<file path="src/rtl/mem_stage.sv">
// rtl/mem_stage.sv - RV32I memory-access stage over a byte-wide synchronous data RAM
//
// Purpose: performs LB/LH/LW/LBU/LHU loads and SB/SH/SW stores one byte per
// cycle, stalling the upstream pipeline until the access completes, and passes
// non-memory results straight through to the MEM/WB register.
//
// Ports:
//   clk, rst           clock, synchronous active-high reset
//   op_i               op code from EX/MEM
//   rd_addr_i          destination register
//   rd_data_i          ALU result or store data
//   mem_addr_i         effective address
//   mem_a/mem_wr/mem_dout  byte RAM address, write strobe, write byte
//   mem_din            read byte, valid one cycle after its address
//   rd_addr_o/rd_data_o    write-back register and value to MEM/WB
//   mem_stall          freeze upstream stages, MEM/WB loads a bubble
module mem_stage #(
  parameter int ADDR_W = 32,
  parameter int DATA_W = 32,
  parameter int OP_W   = 4
) (
  input  logic              clk,
  input  logic              rst,
  input  logic [OP_W-1:0]   op_i,
  input  logic [4:0]        rd_addr_i,
  input  logic [DATA_W-1:0] rd_data_i,
  input  logic [ADDR_W-1:0] mem_addr_i,
  output logic [ADDR_W-1:0] mem_a,
  output logic              mem_wr,
  output logic [7:0]        mem_dout,
  input  logic [7:0]        mem_din,
  output logic [4:0]        rd_addr_o,
  output logic [DATA_W-1:0] rd_data_o,
  output logic              mem_stall
);

  localparam logic [OP_W-1:0] OP_NOP = OP_W'(0);
  localparam logic [OP_W-1:0] OP_LB  = OP_W'(1);
  localparam logic [OP_W-1:0] OP_LH  = OP_W'(2);
  localparam logic [OP_W-1:0] OP_LW  = OP_W'(3);
  localparam logic [OP_W-1:0] OP_LBU = OP_W'(4);
  localparam logic [OP_W-1:0] OP_LHU = OP_W'(5);
  localparam logic [OP_W-1:0] OP_SB  = OP_W'(6);
  localparam logic [OP_W-1:0] OP_SH  = OP_W'(7);
  localparam logic [OP_W-1:0] OP_SW  = OP_W'(8);

  typedef enum logic [1:0] {S_IDLE, S_READ, S_WRITE, S_DONE} state_t;

  state_t      r_state;
  state_t      w_next_state;
  logic [1:0]  r_cnt;
  logic [1:0]  w_next_cnt;
  logic [31:0] r_buf;

  logic              w_is_load;
  logic              w_is_store;
  logic [1:0]        w_last;      // access size minus one
  logic [1:0]        w_cnt_inc;
  logic [DATA_W-1:0] w_load_val;

  assign w_cnt_inc = r_cnt + 2'd1;

  always_comb begin
    w_is_load  = 1'b0;
    w_is_store = 1'b0;
    w_last     = 2'd0;
    case (op_i)
      OP_LB, OP_LBU: w_is_load = 1'b1;
      OP_LH, OP_LHU: begin w_is_load = 1'b1; w_last = 2'd1; end
      OP_LW:         begin w_is_load = 1'b1; w_last = 2'd3; end
      OP_SB:         w_is_store = 1'b1;
      OP_SH:         begin w_is_store = 1'b1; w_last = 2'd1; end
      OP_SW:         begin w_is_store = 1'b1; w_last = 2'd3; end
      default:       w_last = 2'd0;
    endcase
  end

  always_comb begin
    w_load_val = '0;
    case (op_i)
      OP_LB:   w_load_val = {{(DATA_W-8){r_buf[7]}}, r_buf[7:0]};
      OP_LH:   w_load_val = {{(DATA_W-16){r_buf[15]}}, r_buf[15:0]};
      OP_LBU:  w_load_val = {{(DATA_W-8){1'b0}}, r_buf[7:0]};
      OP_LHU:  w_load_val = {{(DATA_W-16){1'b0}}, r_buf[15:0]};
      default: w_load_val = DATA_W'(r_buf);
    endcase
  end

  always_ff @(posedge clk) begin
    if (rst) begin
      r_state <= S_IDLE;
      r_cnt   <= 2'd0;
      r_buf   <= 32'd0;
    end else begin
      r_state <= w_next_state;
      r_cnt   <= w_next_cnt;
      if (r_state == S_READ) begin
        r_buf[{r_cnt, 3'b000} +: 8] <= mem_din;
      end
    end
  end

  always_comb begin
    w_next_state = r_state;
    w_next_cnt   = r_cnt;
    mem_a        = '0;
    mem_wr       = 1'b0;
    mem_dout     = 8'd0;
    mem_stall    = 1'b0;
    rd_addr_o    = 5'd0;
    rd_data_o    = '0;
    case (r_state)
      S_IDLE: begin
        if (w_is_load) begin
          mem_a        = mem_addr_i;
          mem_stall    = 1'b1;
          w_next_state = S_READ;
          w_next_cnt   = 2'd0;
        end else if (w_is_store) begin
          mem_a        = mem_addr_i;
          mem_wr       = 1'b1;
          mem_dout     = rd_data_i[7:0];
          mem_stall    = 1'b1;
          w_next_state = (w_last == 2'd0) ? S_DONE : S_WRITE;
          w_next_cnt   = 2'd1;
        end else begin
          rd_addr_o = rd_addr_i;
          rd_data_o = rd_data_i;
        end
      end
      S_READ: begin
        // The byte captured this cycle was addressed last cycle; present the next one now.
        mem_stall = 1'b1;
        if (r_cnt != w_last) begin
          mem_a      = mem_addr_i + ADDR_W'(w_cnt_inc);
          w_next_cnt = w_cnt_inc;
        end else begin
          w_next_state = S_DONE;
        end
      end
      S_WRITE: begin
        mem_a     = mem_addr_i + ADDR_W'(r_cnt);
        mem_wr    = 1'b1;
        mem_dout  = rd_data_i[{r_cnt, 3'b000} +: 8];
        mem_stall = 1'b1;
        if (r_cnt == w_last) begin
          w_next_state = S_DONE;
        end else begin
          w_next_cnt = w_cnt_inc;
        end
      end
      default: begin
        w_next_state = S_IDLE;
        w_next_cnt   = 2'd0;
        if (w_is_load) begin
          rd_addr_o = rd_addr_i;
          rd_data_o = w_load_val;
        end
      end
    endcase
    // Outputs are forced quiet during reset so a store interrupted mid-way writes no further byte.
    if (rst) begin
      mem_a     = '0;
      mem_wr    = 1'b0;
      mem_dout  = 8'd0;
      mem_stall = 1'b0;
      rd_addr_o = 5'd0;
      rd_data_o = '0;
    end
  end

endmodule

</file>
<file path="config.mk">
export PLATFORM = sky130hd
export DESIGN_NAME = mem_stage
export DESIGN_NICKNAME = d
export VERILOG_FILES = /design/src/rtl/mem_stage.sv
export SDC_FILE = /design/constraint.sdc
export NUM_CORES = 1
export LEC_CHECK = 0
export BUFFER_PORTS_ARGS = -buffer_cell sky130_fd_sc_hd__buf_2
export CELL_PAD_IN_SITES_DETAIL_PLACEMENT = 0
export CELL_PAD_IN_SITES_GLOBAL_PLACEMENT = 1
export CORE_MARGIN = 3
export CORE_UTILIZATION = 35
export CTS_CLUSTER_SIZE = 14
export DETAILED_ROUTE_END_ITERATION = 12
export GPL_TIMING_DRIVEN = 0
export PLACE_DENSITY_LB_ADDON = 0.2
export SYNTH_ARGS = -nofsm -noshare
export SYNTH_HDL_FRONTEND = slang
export SYNTH_SLANG_ARGS = --single-unit
</file>
<file path="constraint.sdc">
create_clock -name clk -period 4.5 [get_ports clk]
set_clock_uncertainty 0.2 [all_clocks]
set_input_delay 0.9 -clock clk [delete_from_list [all_inputs] [get_ports clk]]
set_output_delay 0.9 -clock clk [all_outputs]
set_load 0.02 [all_outputs]
</file>
==> results of run 1 <==
## cell usage in the layout (no fill, tap or decap), types with 4 or more instances in the layout
cell type / Yosys / layout
nor2_1: 88 / 87
and3_1: 10 / 10
o221ai_1: 7 / 7
ha_1: 13 / 12
xor2_1: 11 / 11
clkbuf_1: 37 / 37
clkbuf_16: 0 / 5
nand3_1: 19 / 18
nor4_1: 8 / 6
and2_1: 6 / 6
or3_1: 5 / 5
or4_1: 7 / 6
a22oi_1: 55 / 55
a31oi_1: 11 / 10
nor2b_1: 5 / 5
a21oi_1: 47 / 47
a222oi_1: 5 / 5
o21ai_0: 27 / 27
mux4_2: 8 / 8
xnor2_1: 32 / 32
nor3_1: 16 / 16
nand4_1: 17 / 17
nand2b_1: 4 / 4
nand2_1: 66 / 66
buf_6: 5 / 5
inv_1: 15 / 14
mux2i_1: 10 / 10
dfxtp_1: 36 / 34
buf_4: 1 / 13
buf_2: 12 / 153
## worst max-delay path by stage
stage / from / end / slack (ps) / cells after the start
global route: mem_addr_i[1] / mem_a[21] / 1 / 9
global placement: r_cnt[0] / mem_a[28] / -260 / 10
finish: r_cnt[0] / mem_a[17] / 140 / 10
detailed placement: r_cnt[0] / mem_a[30] / -310 / 10
CTS: r_cnt[0] / mem_a[30] / 8 / 10
floorplan: r_cnt[0] / mem_a[28] / 460 / 9
## metal layers
layer  GRT usage (%)  up-vias  routed length (um)
li1                -     2649                   -
met1            35.3     2748                8340
met2            39.9      242                8720
met3            3.49       14                1440
met4            3.04        0                 110
met5               0        -                   0
## synthesized netlist by cell type, types with 3 or more instances
| cell type | n |
|---|---|
| nor2_1 | 88 |
| nand2_1 | 66 |
| a22oi_1 | 55 |
| a21oi_1 | 47 |
| clkbuf_1 | 37 |
| dfxtp_1 | 36 |
| xnor2_1 | 32 |
| o21ai_0 | 27 |
| nand3_1 | 19 |
| nand4_1 | 17 |
| nor3_1 | 16 |
| inv_1 | 15 |
| ha_1 | 13 |
| buf_2 | 12 |
| a31oi_1 | 11 |
| xor2_1 | 11 |
| and3_1 | 10 |
| mux2i_1 | 10 |
| mux4_2 | 8 |
| nor4_1 | 8 |
| o221ai_1 | 7 |
| or4_1 | 7 |
| and2_1 | 6 |
| a222oi_1 | 5 |
| buf_6 | 5 |
| nor2b_1 | 5 |
| or3_1 | 5 |
| nand2b_1 | 4 |
| nor3_2 | 4 |
| a22o_1 | 3 |
| a32oi_1 | 3 |
| nand4b_1 | 3 |
## power by group through the flow
| stage | Clock [mW] | Sequential [mW] | Combinational, mW |
|---|---|---|---|
| after floorplan | 0 | 0.379 | 1.10 |
| after global placement | 0 | 0.393 | 1.58 |
| after detailed placement | 0 | 0.396 | 1.61 |
| after CTS | 0.389 | 0.393 | 1.62 |
| after global routing | 0.405 | 0.391 | 1.85 |
| final | 0.388 | 0.388 | 1.72 |
## logic make-up (layout without fill, tap and decap cells)
logic type / count (synthesis) / after routing / synth area share, %
and+or+nand+nor: 273 / 273 / 30.5
AOI/OAI and AO/OA: 176 / 176 / 26.3
buffers and inverters: 72 / 233 / 7.35
xor gates and xnor gates: 43 / 43 / 8.48
DFF: 36 / 36 / 16.2
muxes: 19 / 19 / 6.57
adders and majority gates: 15 / 15 / 4.56
## worst reg2reg max path, stage by stage (launching register included)
cell,delay (ps)
dfxtp_4,410
clkinvlp_4,190
ha_4,330
inv_1,110
nor4_1,1090
a22oi_1,190
nor2_1,150
## flip-flops by register name (all words and copies together), names as in the netlist
register and count:
r_cnt 2, r_state 2, r_buf 32
## area by class of cell
class	count	area [um2]	share of cell area, %
Multi-Input combinational cell	526	3460	60.8
Timing Repair Buffer	153	796	14.0
Sequential cell	36	728	12.8
Buffer	56	268	4.71
Tap cell	168	210	3.70
Clock buffer	6	129	2.27
Inverter	16	63.8	1.12
Clock inverter	2	35.0	0.616
## metrics by stage
| stage | cell area, um2 | std cells | worst slack (ps) | util [%] |
|---|---|---|---|---|
| 6_report | 5690 | 963 | 138 | 46.6 |
| 2_1_floorplan | 4440 | 634 | 460 | - |
| 5_1_grt | 5690 | 963 | 1.18 | 46.6 |
| 3_5_place_dp | 5360 | 944 | -308 | 43.9 |
| 4_1_cts | 5550 | 953 | 8.01 | 45.4 |
| 3_3_place_gp | 5360 | 944 | -258 | 43.9 |
## what timing repair did
action	CTS	global route
buffers inserted	1	10
pin swaps	0	2
resized for setup	6	12
setup endpoints to repair	19	10
hold buffers	0	0
gates cloned	0	0
==> flow_metrics.py, run 1 <==
metrics = {
    "pwr": {
        "p_leak_nw": 2.32,
        "power.density_nw_per_um2": 438,
        "p_total_mw": 2.49,
        "p_clk_share_pct": 15.6,
        "max-vdd-ir-drop_uv": 198,
        "p_seq_share_pct": 15.6,
        "p_switching_mw": 1.26,
        "swShare_pct": 50.6,
        "p_int_mw": 1.23,
        "combPwrFrac_pct": 68.9,
    },
    "floorplan": {
        "die_x_um": 119,
        "ios": 162,
        "initial_core_util_pct": 36.4,
        "rows": 40,
        "die_area_um2": 14100,
        "core_area_um2": 12200,
        "die_y_um": 119,
    },
    "sta": {
        "hold_slack_ps": 309,
        "worst_pin_slew_ps": 1290,
        "min_period_ps": 4360,
        "hold_viol_final": 0,
        "tns_ps": 0,
        "post-route-period-util_pct": 96.9,
        "fmax_mhz": 229,
        "max_slew_margin_pct": 12.9,
        "finalMaxSlewViolations": 0,
        "setup_viol": 0,
        "rsz0062_at_grt": "no",
    },
    "finish": {
        "layout-drive-gt1-share_pct": 26.7,
        "syn_to_final_growth_pct": 28.0,
        "fillerInstances": 1362,
        "nets": 892,
        "num_antenna_cells": 0,
    },
    "worst_setup_path": {
        "crit_path_max_incr_delay_ps": 770,
        "r2r_cells": 6,
        "cp_max_fo": 8,
        "endpoint_kind": "output pin",
        "crit_buf_inv": 2,
        "rrSetupSlack_ps": 1770,
        "rr_startpoint": "r_cnt[0]",
        "crit_chain": "clkinvlp_4 > ha_4 > ha_1 > a21oi_1 > nor4_1 > nand2_1 > xnor2_1 > a222oi_1 > nor2_1 > buf_2",
        "arrival_ps": 3260,
        "path_delay_family": "simple AND/OR/NAND/NOR gates",
        "timing_worst_setup_path_type": "flop to output pin",
        "r2r-end": "r_buf[13]",
        "worst_path_max_delay_cell": "nor4_1",
        "cp.required_ps": 3400,
        "start_kind": "flop",
    },
    "detailed_routing": {
        "via_count": 5653,
        "routed_via_density": 5.87,
        "drcViolationCount": 0,
        "wl_per_cell_um": 19.3,
        "drt-initial-drc-count": 547,
        "detailedRoute.firstPassIterationCount": 6,
        "routed_wl_mm": 18.6,
        "ant_nets": 0,
    },
    "cts": {
        "root_buffer": "clkbuf_16",
        "cts.clk_slew.worst_paths_ps": 50,
        "cts_buffers": 5,
        "htree_levels": 2,
        "cts.sinks": 36,
        "cts_tree": "yes",
        "clockBufferDepth": 2,
        "insertion_delay_ps": 270,
    },
    "logic_synthesis": {
        "synth_area_um2": 4440,
        "syn-num-nets": 732,
        "synth_edf_count": 0,
        "synth_top_area_share_pct": 16.2,
        "syn_avg_cell_area_um2": 7.00,
        "synth.distinct_cells": 63,
        "ys_async_sr_fraction_pct": 0,
        "ys_seq_elements": 36,
        "synthCells": 634,
        "yosys_most_used_dff": "dfxtp_1",
        "yosys_warnings": 0,
        "synth_area_leaders": "dfxtp_1 (16%), a22oi_1 (9.3%), nor2_1 (7.4%)",
        "synth_top_area_cell": "dfxtp_1",
        "yosysSeqAreaShare_pct": 16.2,
    },
    "global_routing": {
        "grt_overflow": 0,
        "grt_pass1_vias": 5187,
        "antenna_found_initial": 0,
        "grt_usage_pct": 24.5,
        "grt_pass1_wl_mm": 28.1,
        "grt_max_degree": 12,
    },
    "placement": {
        "gp_routability_congestion": 0.901,
        "post-dp-hpwl_mm": 14.6,
        "io_buffers": 142,
    },
    "min_path": {
        "hold_path_end": "r_buf[25]",
        "hold_path_class": "flop to flop",
        "hold_depth": 2,
        "holdCritStartpoint": "r_buf[25]",
    },
    "job": {
        "drv_cap": 0,
    },
    "outcome": {
        "status": "finished, final reports clean",
    },
}
(Power assumes the default switching activity.)
==> run 2, diff against run 1 <==
CELL_PAD_IN_SITES_DETAIL_PLACEMENT = not set   (was 0)
CELL_PAD_IN_SITES_GLOBAL_PLACEMENT = not set   (was 1)
SLEW_MARGIN = 20   (was not set)
==> run 2 against run 1 <==
  * First-iteration DRC count increased by 14%
  * Sequential share of layout area increased by 0.12 points
  * Sequential power decreased by 1%
  * Critical path type is now input port to output pin
  * Highest routed layer unchanged
==> flow_metrics.py, run 2 (synthesis results as in run 1) <==
metrics = {
    "cts": {
        "cts.clk_slew.worst_paths_ps": 50,
        "insertion_delay_ps": 280,
        "clockBufferDepth": 2,
        "cts_tree": "yes",
        "cts.sinks": 36,
        "root_buffer": "clkbuf_16",
        "cts_buffers": 5,
        "holdBufCountCts": 0,
        "htree_levels": 2,
    },
    "finish": {
        "utilization_pct": 46.1,
        "nets": 889,
        "final_common_cell": "buf_2",
        "fillerInstances": 1293,
        "fin_cells": 960,
        "final_cell_mix": "buf_2 (153), nor2_1 (87), nand2_1 (66)",
        "top_register": "r_buf",
        "num_antenna_cells": 0,
        "layout-drive-gt1-share_pct": 26.0,
        "syn_to_final_growth_pct": 26.8,
        "reg.largest.list": "r_buf: 32 flops, r_cnt: 2 flops, r_state: 2 flops",
        "largest_reg_flops": 32,
    },
    "sta": {
        "min_period_ps": 4370,
        "fin_ws_ps": 135,
        "tns_ps": 0,
        "worst_pin_slew_ps": 1090,
        "max_slew_margin_pct": 26.3,
        "setup_viol": 0,
        "post-route-period-util_pct": 97.0,
        "rsz0062_at_grt": "no",
        "finalMaxSlewViolations": 0,
        "fmax_mhz": 229,
        "hold_viol_final": 0,
    },
    "placement": {
        "gp_routability_congestion": 0.942,
        "io_buffers": 142,
        "post-dp-hpwl_mm": 14.2,
        "pre_cts_ws_ps": -305,
        "dp_cells": 944,
    },
    "worst_setup_path": {
        "endpoint_kind": "output pin",
        "timing_worst_setup_path_type": "input port to output pin",
        "startpoint": "mem_addr_i[1]",
        "r2r-end": "r_buf[21]",
        "arrival_ps": 3270,
        "cp.required_ps": 3400,
        "crit_path_end": "mem_a[31]",
        "crit_path_max_incr_delay_ps": 590,
        "path_depth": 9,
        "critPathMostFrequentCell": "buf_2",
        "rrSetupSlack_ps": 2100,
        "cp_max_fo": 7,
        "crit_chain": "buf_2 > ha_1 > a21oi_1 > nor3_2 > nand3_1 > nor4b_1 > nor2_1 > a31oi_1 > buf_2",
        "r2r_cells": 7,
        "start_kind": "input port",
        "rr_startpoint": "r_cnt[0]",
        "path_delay_family": "simple AND/OR/NAND/NOR gates",
        "worst_path_max_delay_cell": "nor3_2",
        "crit_buf_inv": 2,
    },
    "pwr": {
        "max-vdd-ir-drop_uv": 173,
        "p_leak_nw": 2.27,
        "power.density_nw_per_um2": 429,
    },
    "floorplan": {
        "core_area_um2": 12200,
        "rows": 40,
        "die_y_um": 119,
        "initial_core_util_pct": 36.4,
        "die_area_um2": 14100,
        "ios": 162,
        "die_x_um": 119,
    },
    "global_routing": {
        "grt_overflow": 0,
        "grt_max_degree": 11,
        "grt_pass1_vias": 5460,
        "antenna_found_initial": 0,
        "grt_usage_pct": 24.4,
        "grt_pass1_wl_mm": 28.5,
    },
    "detailed_routing": {
        "wl_per_cell_um": 18.9,
        "routed_wl_mm": 18.1,
        "top_layer": "met4",
        "routed_via_density": 5.97,
        "dr_wl_met3_mm": 1.55,
        "via_count": 5735,
        "detailedRoute.firstPassIterationCount": 8,
        "ant_nets": 0,
        "dr_wl_met2_mm": 8.81,
        "drcViolationCount": 0,
        "wl_met1_mm": 7.45,
        "drt-initial-drc-count": 625,
    },
    "min_path": {
        "hold_depth": 2,
        "hold_path_class": "flop to flop",
    },
    "job": {
        "drv_cap": 0,
    },
    "outcome": {
        "status": "finished, final reports clean",
    },
}
## run 2: cell count changes in the layout (fill, tap and decap cells not counted), moves of 2 or more
| cell | before | now |
|---|---|---|
| nor3_2 | 2 | 4 |
| buf_4 | 13 | 10 |
| clkbuf_1 | 37 | 39 |
| nor3_4 | 2 | 0 |
## run 2: worst min-delay path by stage
stage | start | to | slack, ps
3_3_place_gp | r_buf[22] | r_buf[22] | 290
6_report | r_buf[18] | r_buf[18] | 310
5_1_grt | r_buf[22] | r_buf[22] | 330
4_1_cts | r_buf[22] | r_buf[22] | 310
2_1_floorplan | r_buf[16] | r_buf[16] | 270
3_5_place_dp | r_buf[22] | r_buf[22] | 290
## run 2: worst register-to-register path, stage by stage, from the launching register on
cell,delay [ps]
dfxtp_4,360
clkinvlp_4,100
buf_4,160
ha_1,150
nand2_1,260
nor4_2,810
a22oi_1,150
nor2_1,140
## run 2: power breakdown
| part | internal [mW] | switching, mW | leakage (nW) |
|---|---|---|---|
| clock network | 0.221 | 0.128 | 0.0712 |
| logic | 0.601 | 1.08 | 1.91 |
| registers | 0.351 | 0.0334 | 0.292 |
## run 2: area by class of cell
type	instances	area (um2)	share of cell area, %
multi-input cells	526	3440	61.1
repair buffers	150	773	13.7
flip-flops and latches	36	728	12.9
plain buffers	56	267	4.73
well taps	168	210	3.73
clock buffers	8	146	2.60
inverters	16	63.8	1.13
## run 2: repair_timing
item / 4_1_cts / 5_1_grt
buffers inserted: 5 / 3
gates resized for setup: 7 / 5
pin swaps: 1 / 1
setup endpoints to repair: 18 / 9
cloned: 0 / 0
## run 2: routing by layer
layer / track usage (%) / up-vias
li1: - / 2647
met1: 32.4 / 2736
met2: 41.7 / 311
met3: 3.40 / 41
met4: 5.79 / 0
met5: 0 / -
## run 2: stage by stage
stage                     instance area, um2  total power, mW  hold WS, ps
after floorplan                         4440             1.48          272
after global placement                  5360             1.96          287
after detailed placement                5380             1.99          294
after CTS                               5580             2.36          306
after global routing                    5630             2.57          331
final                                   5630             2.42          307
==> run 3, diff against run 2 <==
BUFFER_PORTS_ARGS = -buffer_cell sky130_fd_sc_hd__buf_4   (was -buffer_cell sky130_fd_sc_hd__buf_2)
CTS_BUF_LIST = sky130_fd_sc_hd__clkbuf_16   (was not set)
SETUP_SLACK_MARGIN = 0.2   (was not set)
==> run 3 against run 2 <==
  * Combinational power rose by 11%
  * First-iteration DRC count up 21%
  * Worst setup slack gained 150 ps
  * Global-route usage up 0.51 points
  * Utilization increased by 3.7 points
  * Hold slack worse by 2.0 ps
  * Die area did not move
  * Power up 8.9%
  * Via count increased by 1.0%
  * Critical path type unchanged
==> flow_metrics.py, run 3 (synthesis results as in run 1) <==
metrics = {
    "min_path": {
        "hold_path_class": "flop to flop",
    },
    "worst_setup_path": {
        "start_kind": "input port",
        "crit_chain": "buf_4 > or2_1 > a221oi_2 > or3_2 > and3_1 > buf_6 > clkbuf_1 > o21ai_0 > a21oi_1 > buf_4",
        "cp.required_ps": 3400,
        "critPathMostFrequentCell": "buf_4",
        "cp_max_fo": 10,
        "arrival_ps": 3110,
        "timing_worst_setup_path_type": "input port to output pin",
        "crit_path_max_incr_delay_ps": 480,
        "worst_path_max_delay_cell": "clkbuf_1",
        "endpoint_kind": "output pin",
    },
    "cts": {
        "clockBufferDepth": 2,
        "cts.clk_slew.worst_paths_ps": 60,
        "htree_levels": 2,
        "insertion_delay_ps": 280,
        "root_buffer": "clkbuf_16",
        "cts_buffers": 5,
        "cts_tree": "yes",
        "cts.sinks": 36,
        "holdBufCountCts": 0,
    },
    "placement": {
        "place_area_um2": 5740,
        "pre_cts_ws_ps": -252,
        "io_buffers": 142,
        "gp_routability_congestion": 0.932,
        "dp_cells": 944,
        "post-dp-hpwl_mm": 14.6,
    },
    "sta": {
        "tns_ps": 0,
        "setup_viol": 0,
        "finalMaxSlewViolations": 0,
        "worst_pin_slew_ps": 1120,
        "min_period_ps": 4210,
        "hold_viol_final": 0,
        "fmax_mhz": 237,
        "max_slew_margin_pct": 24.0,
        "post-route-period-util_pct": 93.6,
        "hold_slack_ps": 305,
        "fin_ws_ps": 288,
        "rsz0062_at_grt": "no",
    },
    "finish": {
        "fin_cells": 962,
        "largest_reg_flops": 32,
        "final_common_cell": "buf_4",
        "reg.largest.list": "r_buf: 32 flops, r_cnt: 2 flops, r_state: 2 flops",
        "layout-drive-gt1-share_pct": 28.1,
        "syn_to_final_growth_pct": 37.0,
        "utilization_pct": 49.8,
        "num_antenna_cells": 0,
        "final_area_um2": 6080,
        "nets": 891,
        "final_cell_mix": "buf_4 (152), nor2_1 (86), nand2_1 (66)",
        "top_register": "r_buf",
    },
    "global_routing": {
        "antenna_found_initial": 0,
        "grt_pass1_vias": 5390,
        "grt_pass1_wl_mm": 28.8,
        "grt_max_degree": 13,
        "grt_usage_pct": 24.9,
        "grt_overflow": 0,
    },
    "detailed_routing": {
        "routed_via_density": 6.02,
        "via_count": 5793,
        "detailedRoute.firstPassIterationCount": 8,
        "wl_per_cell_um": 19.6,
        "drt-initial-drc-count": 754,
        "ant_nets": 0,
        "drcViolationCount": 0,
        "routed_wl_mm": 18.8,
    },
    "floorplan": {
        "die_y_um": 119,
        "ios": 162,
        "rows": 40,
        "core_area_um2": 12200,
        "die_area_um2": 14100,
        "initial_core_util_pct": 36.4,
        "die_x_um": 119,
    },
    "pwr": {
        "p_int_mw": 1.34,
        "p_seq_share_pct": 14.4,
        "p_leak_nw": 2.39,
        "p_total_mw": 2.63,
        "p_switching_mw": 1.29,
        "power.density_nw_per_um2": 433,
        "swShare_pct": 49.0,
        "combPwrFrac_pct": 70.6,
        "p_clk_share_pct": 15.0,
        "max-vdd-ir-drop_uv": 171,
    },
    "job": {
        "drv_cap": 0,
    },
    "outcome": {
        "status": "finished, final reports clean",
    },
}
-- run 3: cell count changes in the layout (fill, tap and decap cells not counted), sizes merged --
| cell | before | now |
|---|---|---|
| clkbuf | 45 | 42 |
| clkinvlp | 1 | 4 |
| buf | 169 | 171 |
| inv | 14 | 12 |
| bufinv | 0 | 1 |
| clkinv | 1 | 2 |
-- run 3: layout make-up --
cell class / instances / area, um2
fill: 1268 / 6130
multi-input combinational: 526 / 3490
timing repair buffer: 152 / 1140
sequential: 36 / 728
buffer: 56 / 273
tap: 168 / 210
clock buffer: 5 / 125
inverter: 16 / 71.3
clock inverter: 3 / 42.5
-- run 3: final timing paths --
path                    end  slack, ps       from  cells after the start
setup reg to reg  r_buf[22]       2060   r_cnt[1]                      7
hold reg to reg   r_buf[17]        310  r_buf[17]                      2
setup / recovery  mem_a[23]        290    op_i[1]                     10
hold / removal    r_buf[17]        310  r_buf[17]                      2
-- run 3: per-layer routing --
metal / part of all wire, % / global-route usage, % / vias up
met3: 9.3 / 5.22 / 40
met4: 2.2 / 7.75 / 0
met5: 0 / 0 / -
met1: 40 / 31.8 / 2781
met2: 48 / 41.9 / 327
li1: - / - / 2645
-- run 3: worst max-delay path: cells and delay by family --
family | cells | cell delay (ps)
AO/OA/AOI/OAI | 3 | 680
buffers and inverters | 4 | 900
AND/OR/NAND/NOR | 3 | 620
-- run 3: repair_timing --
item,in CTS,in global routing
setup endpoints to repair,22,41
hold endpoints to repair,0,0
pin swaps,3,4
gates resized for setup,11,22
setup buffers,3,7
-- run 3: power groups by stage --
stage | clock network (mW) | logic (mW) | registers [mW]
2_1_floorplan | 0 | 1.10 | 0.379
3_3_place_gp | 0 | 1.69 | 0.391
3_5_place_dp | 0 | 1.72 | 0.393
4_1_cts | 0.397 | 1.77 | 0.379
5_1_grt | 0.412 | 1.99 | 0.382
6_report | 0.395 | 1.86 | 0.379
